### src/rtl/dhcp_vlg_pkg.sv
// Shared DHCP types: exchange modes requested from the engine and lease scheduler states.
package dhcp_vlg_pkg;

  typedef enum logic [1:0] {
    MODE_DISCOVER = 2'd0,
    MODE_RENEW    = 2'd1,
    MODE_REBIND   = 2'd2
  } dhcp_mode_t;

  typedef enum logic [2:0] {
    StIdle    = 3'd0,
    StAcquire = 3'd1,
    StBound   = 3'd2,
    StRenew   = 3'd3,
    StRebind  = 3'd4,
    StBackoff = 3'd5
  } lease_state_t;

  localparam logic [31:0] LEASE_INFINITE = 32'hFFFF_FFFF;
  localparam logic [31:0] ELAPSED_MAX    = 32'hFFFF_FFFE;

endpackage

### src/rtl/dhcp_vlg_sec_tick.sv
// Free-running seconds prescaler: counts 0..TICKS_PER_SEC-1 and pulses tick_o on the wrap cycle.
module dhcp_vlg_sec_tick #(
  parameter int unsigned TICKS_PER_SEC = 125000000
) (
  input  logic clk_i,
  input  logic rst_i,
  output logic tick_o
);

  localparam int unsigned CntW = (TICKS_PER_SEC > 1) ? $clog2(TICKS_PER_SEC) : 1;
  localparam logic [CntW-1:0] CntMax = CntW'(TICKS_PER_SEC - 1);

  logic [CntW-1:0] cnt_q;

  always_ff @(posedge clk_i) begin
    if (rst_i) begin
      cnt_q <= '0;
    end else if (cnt_q == CntMax) begin
      cnt_q <= '0;
    end else begin
      cnt_q <= cnt_q + 1'b1;
    end
  end

  assign tick_o = (cnt_q == CntMax);

endmodule

### src/rtl/dhcp_vlg_lease.sv
// Lease scheduler: drives DHCP acquire/renew/rebind exchanges, tracks lease seconds,
// retries failed exchanges with backoff and drops the address on expiry.
module dhcp_vlg_lease
  import dhcp_vlg_pkg::*;
#(
  parameter int unsigned TICKS_PER_SEC = 125000000,
  parameter int unsigned BACKOFF_INIT  = 4,
  parameter int unsigned BACKOFF_MAX   = 64,
  parameter int unsigned ENABLE        = 1
) (
  input  logic         clk,
  input  logic         rst,
  input  logic         en,
  output logic         req,
  output dhcp_mode_t   req_mode,
  input  logic         busy,
  input  logic         done,
  input  logic         ok,
  input  logic [31:0]  lease_sec,
  output logic         ip_valid,
  output lease_state_t state_o,
  output logic [31:0]  remain_sec
);

  localparam logic [31:0] BoInit = 32'(BACKOFF_INIT);
  localparam logic [31:0] BoMax  = 32'(BACKOFF_MAX);

  lease_state_t state_q;
  dhcp_mode_t   req_mode_q, pend_mode_q;
  logic         req_q, ip_valid_q, pend_q, out_q, retry_q, inf_q;
  logic [31:0]  elapsed_q, remain_q, t1_q, t2_q, backoff_q, bo_cnt_q;
  logic         tick, run_en, load, expire, fire;
  logic [31:0]  ls_eff;

  dhcp_vlg_sec_tick #(
    .TICKS_PER_SEC(TICKS_PER_SEC)
  ) u_sec_tick (
    .clk_i (clk),
    .rst_i (rst),
    .tick_o(tick)
  );

  assign run_en = en && (ENABLE != 0);
  assign ls_eff = (lease_sec == '0) ? 32'd1 : lease_sec;
  assign load   = done && ok && (state_q inside {StAcquire, StRenew, StRebind});
  assign expire = (state_q inside {StRenew, StRebind}) && (elapsed_q >= remain_q);
  // out_q marks an exchange awaiting its done; a queued request waits for it and for busy low.
  assign fire   = pend_q && !busy && !out_q && !done && !expire;

  always_ff @(posedge clk) begin
    if (rst) begin
      state_q     <= StIdle;
      req_q       <= 1'b0;
      req_mode_q  <= MODE_DISCOVER;
      ip_valid_q  <= 1'b0;
      elapsed_q   <= '0;
      remain_q    <= '0;
      t1_q        <= '0;
      t2_q        <= '0;
      inf_q       <= 1'b0;
      backoff_q   <= BoInit;
      bo_cnt_q    <= '0;
      retry_q     <= 1'b0;
      pend_q      <= 1'b0;
      pend_mode_q <= MODE_DISCOVER;
      out_q       <= 1'b0;
    end else if (!run_en) begin
      state_q    <= StIdle;
      req_q      <= 1'b0;
      ip_valid_q <= 1'b0;
      backoff_q  <= BoInit;
      retry_q    <= 1'b0;
      pend_q     <= 1'b0;
      out_q      <= 1'b0;
    end else begin
      req_q <= 1'b0;
      if (done) out_q <= 1'b0;
      if (fire) begin
        req_q      <= 1'b1;
        req_mode_q <= pend_mode_q;
        pend_q     <= 1'b0;
        out_q      <= 1'b1;
      end
      if (tick && !inf_q && (elapsed_q != ELAPSED_MAX) &&
          (state_q inside {StBound, StRenew, StRebind})) begin
        elapsed_q <= elapsed_q + 32'd1;
      end
      // A successful done beats a same-cycle t2 or expiry tick.
      if (load) begin
        remain_q   <= ls_eff;
        t1_q       <= ls_eff >> 1;
        t2_q       <= ls_eff - (ls_eff >> 3);
        inf_q      <= (ls_eff == LEASE_INFINITE);
        elapsed_q  <= '0;
        ip_valid_q <= 1'b1;
        backoff_q  <= BoInit;
        retry_q    <= 1'b0;
        pend_q     <= 1'b0;
        state_q    <= StBound;
      end else begin
        unique case (state_q)
          StIdle: begin
            if (!busy) begin
              req_q      <= 1'b1;
              req_mode_q <= MODE_DISCOVER;
              out_q      <= 1'b1;
              state_q    <= StAcquire;
            end
          end
          StAcquire: begin
            if (done) begin
              bo_cnt_q  <= backoff_q;
              backoff_q <= (backoff_q >= (BoMax >> 1)) ? BoMax : (backoff_q << 1);
              state_q   <= StBackoff;
            end
          end
          StBackoff: begin
            if (tick) begin
              if (bo_cnt_q <= 32'd1) state_q <= StIdle;
              else bo_cnt_q <= bo_cnt_q - 32'd1;
            end
          end
          StBound: begin
            if (!inf_q && (elapsed_q >= t1_q)) begin
              pend_q      <= 1'b1;
              pend_mode_q <= MODE_RENEW;
              state_q     <= StRenew;
            end
          end
          StRenew, StRebind: begin
            if (expire) begin
              ip_valid_q <= 1'b0;
              pend_q     <= 1'b0;
              retry_q    <= 1'b0;
              out_q      <= 1'b0;
              state_q    <= StIdle;
            end else if ((state_q == StRenew) && (elapsed_q >= t2_q)) begin
              pend_q      <= 1'b1;
              pend_mode_q <= MODE_REBIND;
              retry_q     <= 1'b0;
              state_q     <= StRebind;
            end else if (done) begin
              retry_q  <= 1'b1;
              bo_cnt_q <= BoInit;
            end else if (retry_q && tick) begin
              if (bo_cnt_q <= 32'd1) begin
                retry_q     <= 1'b0;
                pend_q      <= 1'b1;
                pend_mode_q <= (state_q == StRenew) ? MODE_RENEW : MODE_REBIND;
              end else begin
                bo_cnt_q <= bo_cnt_q - 32'd1;
              end
            end
          end
          default: state_q <= StIdle;
        endcase
      end
    end
  end

  assign req        = req_q;
  assign req_mode   = req_mode_q;
  assign ip_valid   = ip_valid_q;
  assign state_o    = state_q;
  assign remain_sec = ip_valid_q ? (remain_q - elapsed_q) : '0;

endmodule

### config.mk
export PLATFORM = sky130hd
export DESIGN_NAME = dhcp_vlg_lease
export DESIGN_NICKNAME = d
export VERILOG_FILES = /design/src/rtl/dhcp_vlg_pkg.sv /design/src/rtl/dhcp_vlg_sec_tick.sv /design/src/rtl/dhcp_vlg_lease.sv
export SDC_FILE = /design/constraint.sdc
export NUM_CORES = 1
export LEC_CHECK = 0
export ABC_AREA = 1
export CAP_MARGIN = 10
export CELL_PAD_IN_SITES_DETAIL_PLACEMENT = 1
export CELL_PAD_IN_SITES_GLOBAL_PLACEMENT = 2
export CORE_AREA = 2 2 205 207
export DETAILED_ROUTE_END_ITERATION = 8
export DIE_AREA = 0 0 207 209
export GPL_TIMING_DRIVEN = 0
export PLACE_DENSITY_LB_ADDON = 0.1
export SLEW_MARGIN = 20
export SYNTH_ARGS = -nofsm -noshare
export SYNTH_HDL_FRONTEND = slang
export SYNTH_HIERARCHICAL = 1
export SYNTH_SLANG_ARGS = --single-unit
### constraint.sdc
create_clock -name clk -period 4.5 [get_ports clk]
set_clock_uncertainty 0.2 [all_clocks]
set_input_delay 0.45 -clock clk [delete_from_list [all_inputs] [get_ports clk]]
set_output_delay 0.45 -clock clk [all_outputs]
set_load 0.005 [all_outputs]
-- Yosys cells after proc, flatten, opt, wreduce, memory -nomap -nowiden
Cells that the tools add are included.
Widths: inputs -> output; s select.
- register bits after elaboration: 231
- bits in latches: 0
- bits in writable memories: 0
- memory bits (read-only): 0
- input port bits: 38
- output and inout port bits: 39
- logic and storage cells: 158
- memories: 0
- $add $sub $neg: 5
- multiply operators: 0
- div/mod/pow operators: 0
- order comparisons: 5
- equality and inequality tests: 26
- shift operators: 0
- multiplexer cells: 60
- bitwise logic cells: 2
- reduce and logical (&&, ||, !) cells: 43
- operators with widths (cell ; number):
    $mux 32 ; 12
    $pmux 32 s3 ; 1
    $ge 32x32->1 ; 2
    $add 32x1->32 const B ; 1
    $eq 32x32->1 const B ; 1
    $ge 32x31->1 ; 1
    $ge 32x6->1 const B ; 1
    $le 32x1->1 const B ; 1
    $logic_not 32->1 ; 1
    $ne 32x32->1 const B ; 1
    $sub 32x1->32 const B ; 1
    $sub 32x29->32 ; 1
    $sub 32x32->32 ; 1
    $add 27x1->27 const B ; 1
    $eq 27x27->1 const B ; 1
    $ne 3x3->1 const B ; 9
    $mux 1 ; 24
    $mux 2 ; 12
    $mux 3 ; 7
    $reduce_and 8->1 ; 2
    $pmux 3 s5 ; 1
    $logic_and 1x1->1 ; 13
    $ne 2x2->1 const B ; 6
    $reduce_and 6->1 ; 2
    other kinds (18) ; 38

-- Longest topological paths before layout
Gate-level depths: netlist of the first run.
- depth after elaboration: 12
- depth in mapped cells: 22

-- Cells and area by module
Netlist of the first run, hierarchy kept.
- modules (own cells, without submodules) (module ; instances ; cells an instance ; area each (um^2) ; seq. area each (um^2)):
    dhcp_vlg_lease ; 1 ; 2106 ; 13544.2 ; 3423.3
    dhcp_vlg_sec_tick ; 1 ; 241 ; 1542.7 ; 540.5

-- Worst setup path after synthesis of the first run
OpenSTA, ideal clock, no wires.
- path kind: input port to flip-flop
- start: input lease_sec[30]
- end: register t2_q[24]
- library setup time: 0.056 ns
- arrival: 2.689 ns
- slack: 1.555 ns
- cell stages on the path: 19
- path buffers: 0
- cell sequence: nor2_1 -> inv_1 -> nor3_1 -> nand4_1 -> nor2_1 -> nor2_1 -> ha_1 -> fa_1 -> nand3b_1 -> nand2_1 -> nand2_1 -> nand3_1 -> a21o_1 -> a21oi_1 -> o21ai_0 -> a21oi_1 -> o21ai_0 -> nand2_1 -> inv_1
- longest elaborated chain between the ends: 3
- RTL lines (what ; line ; text):
    start, declared ; dhcp_vlg_lease.sv:19 ; input logic [31:0] lease_sec,
    $logic_not 32->1 ; dhcp_vlg_lease.sv:44 ; assign ls_eff = (lease_sec == '0) ? 32'd1 : lease_sec;
    $mux 32 ; dhcp_vlg_lease.sv:44 ;
    $sub 32x29->32 ; dhcp_vlg_lease.sv:92 ; t2_q <= ls_eff - (ls_eff >> 3);
    end signal, assigned ; dhcp_vlg_lease.sv:92 ;
    end, declared ; dhcp_vlg_lease.sv:31 ; logic [31:0] elapsed_q, remain_q, t1_q, t2_q, backoff_q, bo_cnt_q;
No other way between the ends.
A chain may end at the register's enable or synchronous reset.

-- Worst setup path after layout of the first run
- start: register elapsed_q[2]
- end: output remain_sec[27]
- longest elaborated chain between the ends: 2
- RTL lines (what ; line ; text):
    start, declared ; dhcp_vlg_lease.sv:31 ;
    start signal, assigned ; dhcp_vlg_lease.sv:86 ; elapsed_q <= elapsed_q + 32'd1;
    $sub 32x32->32 ; dhcp_vlg_lease.sv:165 ; assign remain_sec = ip_valid_q ? (remain_q - elapsed_q) : '0;
    $mux 32 ; dhcp_vlg_lease.sv:165 ;
    end, declared ; dhcp_vlg_lease.sv:22 ; output logic [31:0] remain_sec
No other way between the ends.

==> results of run 1 <==
[kinds of logic (layout without fill, tap and decap cells)]
| kind of cell | count (synthesis) | after routing | share of synthesized area, % |
|---|---|---|---|
| xor gates and xnor gates | 69 | 69 | 4.01 |
| DFF | 198 | 198 | 26.3 |
| adders and majority gates | 131 | 131 | 11.0 |
| AOI/OAI and AO/OA | 486 | 486 | 17.8 |
| and+or+nand+nor | 1026 | 1026 | 29.6 |
| buffers and inverters | 437 | 545 | 11.3 |
[cell type report]
| type | instances | area, um^2 | area share [%] |
|---|---|---|---|
| inverter | 360 | 1360 | 7.93 |
| tap | 539 | 674 | 3.94 |
| clock inverter | 14 | 151 | 0.885 |
| clock buffer | 18 | 429 | 2.51 |
| multi-input combinational | 1712 | 9420 | 55.0 |
| sequential | 198 | 3970 | 23.2 |
| timing repair buffer | 76 | 758 | 4.43 |
| buffer | 77 | 355 | 2.08 |
[critical path, stage by stage, from the launching register on]
cell	delay, ns
dfxtp_1	0.45
inv_1	0.16
ha_1	0.40
nand2_1	0.10
o21ai_1	0.25
a21oi_2	0.13
o21ai_1	0.35
nand3_1	0.13
nand3_1	0.24
a21o_1	0.17
o21ai_0	0.07
a21oi_1	0.16
clkdlybuf4s50_1	0.52
[power by group through the flow]
stage	sequential [W]	combinational, W	clock, W
global placement	0.00190	0.00166	0
finish	0.00186	0.00169	0.00158
detailed placement	0.00191	0.00169	0
CTS	0.00186	0.00170	0.00162
global route	0.00187	0.00190	0.00169
floorplan	0.00188	0.00118	0
[worst paths after layout]
path,start,to,slack (ns),cells after the start
max,elapsed_q[2]$_SDFFE_PP0P_,remain_sec[27],0.24,12
min reg2reg,backoff_q[29]$_SDFFE_PP0P_,backoff_q[29]$_SDFFE_PP0P_,0.27,2
min,done,retry_q$_SDFFE_PP0P_,0.13,3
max reg2reg,elapsed_q[23]$_SDFFE_PP0P_,bo_cnt_q[17]$_SDFFE_PP0P_,1.12,16
[registers in the layout, summed over array words and instances (netlist names)]
register / flops
remain_q: 32
ip_valid: 1
elapsed_q: 32
req_mode: 2
state_o: 3
pend_mode_q: 2
bo_cnt_q: 32
pend_q: 1
retry_q: 1
out_q: 1
inf_q: 1
req: 1
u_sec_tick/cnt_q: 27
t2_q: 32
backoff_q: 30
[metrics by stage]
| stage | total power, W | utilization, % |
|---|---|---|
| after floorplan | 0.00306 | - |
| after global placement | 0.00357 | 40.0 |
| final | 0.00514 | 41.4 |
| after global routing | 0.00546 | 41.4 |
| after detailed placement | 0.00360 | 40.0 |
| after CTS | 0.00519 | 41.4 |
[synth_stat cells, drive strengths merged, types with 3 or more instances]
cell type,count,area [um^2]
o22ai,34,213
a21oi,222,1120
nand2,461,1800
o211ai,8,60.1
a211oi,13,108
nor3,71,387
inv,358,1350
buf,21,145
o32ai,3,26.3
ha,129,1610
nand3,79,400
a21boi,3,22.5
xnor2,18,158
xor2,51,447
clkbuf,56,210
nand4,47,300
nor3b,3,27.5
dfxtp,198,3960
a31oi,10,62.6
o21a,9,67.6
o21bai,5,37.5
o21ai,154,771
or2,3,18.8
a21o,14,105
nor4,26,163
nor2,332,1350
[routing by layer]
| layer | GRT usage [%] | up-vias |
|---|---|---|
| li1 | - | 7888 |
| met3 | 2.37 | 78 |
| met5 | 0 | - |
| met2 | 46.0 | 175 |
| met1 | 29.8 | 7414 |
| met4 | 11.9 | 0 |
[repair_timing]
| action | 4_1_cts | 5_1_grt |
|---|---|---|
| buffers inserted | 0 | 1 |
| endpoints found under the setup margin | 6 | 6 |
| gates resized for setup | 3 | 6 |
| pin swaps | 0 | 0 |
==> impl_metrics.toml, run 1 <==
[outcome]
status = "completed"

[logic_synthesis]
seq_area_frac_synth_pct = 26.3
synth_nets = 2516
syn_area_um2 = 15100
syn-instance-count = 2347
synth-async-reset-ratio_pct = 0
synth_top_flop_cell = "dfxtp_1"
synth-edff-count = 0
synth-warning-count = 6
synth_area_per_cell_um2 = 6.43
ys_ff_latch = 198
ys_types = 57

[cts]
cts_tree = "yes"
clk_pin_slew_ns = 0.09
cts_root_buf = "clkbuf_16"
cts_num_sinks = 198
htreeDepth = 4
clock_path_buffers = 2
holdBufCountCts = 0
insertion_delay_ns = 0.50
cts-buffers-inserted = 17

[floorplanning]
io_pins = 77
die_h_um = 209
start_util_pct = 36.5
coreArea_um2 = 41300
rows = 75
die_area_um2 = 43300
die_x_um = 207

[min_path]
hold_class = "input port to register"

[global_route]
antenna_found_initial = 1
grt_overflow = 0
grt_pass1_wl_mm = 85.5
grt_pass1_vias = 15748
grt_start_max_net_pins = 21
track_usage_pct = 25.3

[placed_design]
numPortBuffers = 75
place_area_um2 = 16500
gp_congestion = 0.899
pre_cts_slack_ns = 0.0461
dp_hpwl_mm = 45.3
placed_cells = 2961

[timing]
max_freq_ghz = 0.235
hold_violations = 0
fin_ws_ns = 0.241
setup-tns-final_ns = 0
grt_setup_unrepaired = "false"
layout_min_cycle_time_ns = 4.26
slew_headroom_pct = 38.6
setup_viol = 0
hold_ws_ns = 0.129
period_share_pct = 94.7
tightest_slew_ns = 0.921
slew_violations = 0

[route]
dr.pass1.iters = 5
routed-wl-met2_mm = 27.6
top_layer = "met4"
num_vias = 15555
wl_met1_mm = 24.1
post_drt_wl_per_cell_um = 18.3
wl_met3_um = 962
routed_via_density = 5.20
antenna_left = 0
finalWirelength_mm = 54.9
drc_errors = 0
drt-initial-drc-count = 680

[pwr]
cellLeakagePower_nw = 7.53
power_frac_clock_pct = 30.7
combPwrFrac_pct = 33.0
ir_drop_mv = 0.300
sequentialPowerShare_pct = 36.3
power_switching_w = 0.00204
power_density_nw_per_um2 = 300
intPower_w = 0.00310
switching_share_pct = 39.7

[worst_setup_path]
required_ns = 3.85
cp_data_arrival_time_ns = 3.61
start_kind = "register"
critPathCaptureType = "output port"
path_class = "register to output port"
path_max_fanout = 5

[layout]
layout.nets = 2611
num_antenna_cells = 0
syn_to_final_growth_pct = 13.4
drive_gt1_share_pct = 4.89
final_cell_mix = "444 x nand2_1, 341 x inv_1, 311 x nor2_1"
final_area_um2 = 17100
final_cell_count_no_fill = 2994
fillers = 5459
final_common_cell = "nand2_1"

[job]
maxCapViolCount = 0
(Power assumes the default switching activity.)
==> run 2: changes to the inputs <==
--- a/config.mk
+++ b/config.mk
@@ -10,7 +10,7 @@
 export CELL_PAD_IN_SITES_DETAIL_PLACEMENT = 1
 export CELL_PAD_IN_SITES_GLOBAL_PLACEMENT = 2
-export CORE_AREA = 2 2 205 207
+export CORE_AREA = 2 2 224 226
 export DETAILED_ROUTE_END_ITERATION = 8
-export DIE_AREA = 0 0 207 209
+export DIE_AREA = 0 0 226 228
 export GPL_TIMING_DRIVEN = 0
 export PLACE_DENSITY_LB_ADDON = 0.1
==> constraint.sdc (replaced) <==
create_clock -name clk -period 3.8 [get_ports clk]
set_clock_uncertainty 0.2 [all_clocks]
set_input_delay 0.38 -clock clk [delete_from_list [all_inputs] [get_ports clk]]
set_output_delay 0.38 -clock clk [all_outputs]
set_load 0.01 [all_outputs]
==> run 2 against run 1 <==
Net effect: via count rose by 0.41%; register-to-register slack got worse by 0.54 ns; flip-flop and latch count is the same; cell area grew 3.3%; count of clock-buffer cells in the layout is the same; sequential power rose by 19%; total power increased by 21%; largest cell class unchanged; largest power group unchanged; highest routed layer unchanged.
==> impl_metrics.toml, run 2 (synthesis gave the netlist of run 1 again) <==
[timing]
period_share_pct = 95.3
hold_ws_ns = 0.0733
max_freq_ghz = 0.276
grt_setup_unrepaired = "false"
layout_min_cycle_time_ns = 3.62
tightest_slew_ns = 1.01
setup_viol = 0
setup-tns-final_ns = 0
slew_headroom_pct = 32.9
hold_violations = 0
slew_violations = 0

[global_route]
grt_pass1_wl_mm = 89.1
grt_pass1_vias = 15896
antenna_found_initial = 1
grt_start_max_net_pins = 19
grt_overflow = 0
track_usage_pct = 22.6

[worst_setup_path]
critPathCaptureType = "output port"
path_class = "register to output port"
required_ns = 3.22
cp_data_arrival_time_ns = 3.04
start_kind = "register"
path_max_fanout = 5

[pwr]
finalPower_w = 0.00621
cellLeakagePower_nw = 7.72
ir_drop_mv = 0.383
power_density_nw_per_um2 = 351

[cts]
insertion_delay_ns = 0.49
clock_path_buffers = 2
htreeDepth = 4
holdBufCountCts = 0
cts-buffers-inserted = 17
cts_root_buf = "clkbuf_16"
cts_num_sinks = 198
clk_pin_slew_ns = 0.08
cts_tree = "yes"

[floorplanning]
coreArea_um2 = 49300
start_util_pct = 30.6
die_area_um2 = 51500
die_x_um = 226
die_h_um = 228
io_pins = 77
rows = 82

[layout]
final_util_pct = 35.8
syn_to_final_growth_pct = 17.2
final_common_cell = "nand2_1"
layout.nets = 2617
final_cell_mix = "441 x nand2_1, 335 x inv_1, 308 x nor2_1"
num_antenna_cells = 0
drive_gt1_share_pct = 8.21
final_cell_count_no_fill = 3132

[route]
dr.pass1.iters = 5
post_drt_wl_per_cell_um = 18.4
drc_errors = 0
antenna_left = 0
num_vias = 15619
finalWirelength_mm = 57.7
routed_via_density = 4.99
drt-initial-drc-count = 629

[outcome]
status = "completed"

[min_path]
hold_class = "input port to register"

[placed_design]
dp_hpwl_mm = 47.7
placed_cells = 3094
numPortBuffers = 75
gp_congestion = 0.881

[job]
maxCapViolCount = 0
run 2: what timing repair did:
item | in CTS | in global routing
gates resized for setup | 71 | 42
endpoints found under the setup margin | 25 | 23
pin swaps | 4 | 11
setup buffers | 1 | 6
run 2: final timing paths:
check	slack (ns)	to	cells after the start	start
setup / recovery	0.18	remain_sec[31]	12	elapsed_q[1]$_SDFFE_PP0P_
hold / removal	0.07	retry_q$_SDFFE_PP0P_	3	done
setup reg to reg	0.58	bo_cnt_q[19]$_SDFFE_PP0P_	16	elapsed_q[18]$_SDFFE_PP0P_
hold reg to reg	0.25	u_sec_tick/cnt_q[0]$_SDFF_PP0_	1	u_sec_tick/cnt_q[0]$_SDFF_PP0_
run 2: area by class of cell:
type | count | area (um^2)
plain buffers | 77 | 355
clock buffers | 18 | 429
clock inverters | 13 | 163
fillers | 6388 | 31700
inverters | 360 | 1360
multi-input cells | 1712 | 9710
flip-flops and latches | 198 | 4010
well taps | 672 | 841
repair buffers | 82 | 806
run 2: power breakdown:
part / internal (W) / switching (W)
logic: 0.000675 / 0.00139
registers: 0.00213 / 0.0000705
clock network: 0.000988 / 0.000957
run 2: worst max-delay path: stages, from the launching register on:
cell and delay (ns):
dfxtp_4 0.41, inv_2 0.10, ha_1 0.29, nand2_1 0.08
o21ai_2 0.22, a21oi_4 0.11, o21ai_4 0.19, nand3_1 0.12
nand3_2 0.14, a21oi_1 0.09, xor2_1 0.15, nor2_1 0.09
clkdlybuf4s50_1 0.54
run 2: routing by layer:
| layer | GRT usage (%) | routed length [um] |
|---|---|---|
| met1 | 27.5 | 25800 |
| met2 | 41.2 | 29500 |
| met3 | 3.16 | 1340 |
| met4 | 5.82 | 1070 |
| met5 | 0 | 0 |
run 2: through the flow:
stage,setup slack [ns],instance area [um^2]
finish,0.177,17700
global route,0.0124,17700
CTS,0.00523,17500
detailed placement,-0.681,16700
global placement,-0.636,16700
floorplan,0.925,15100
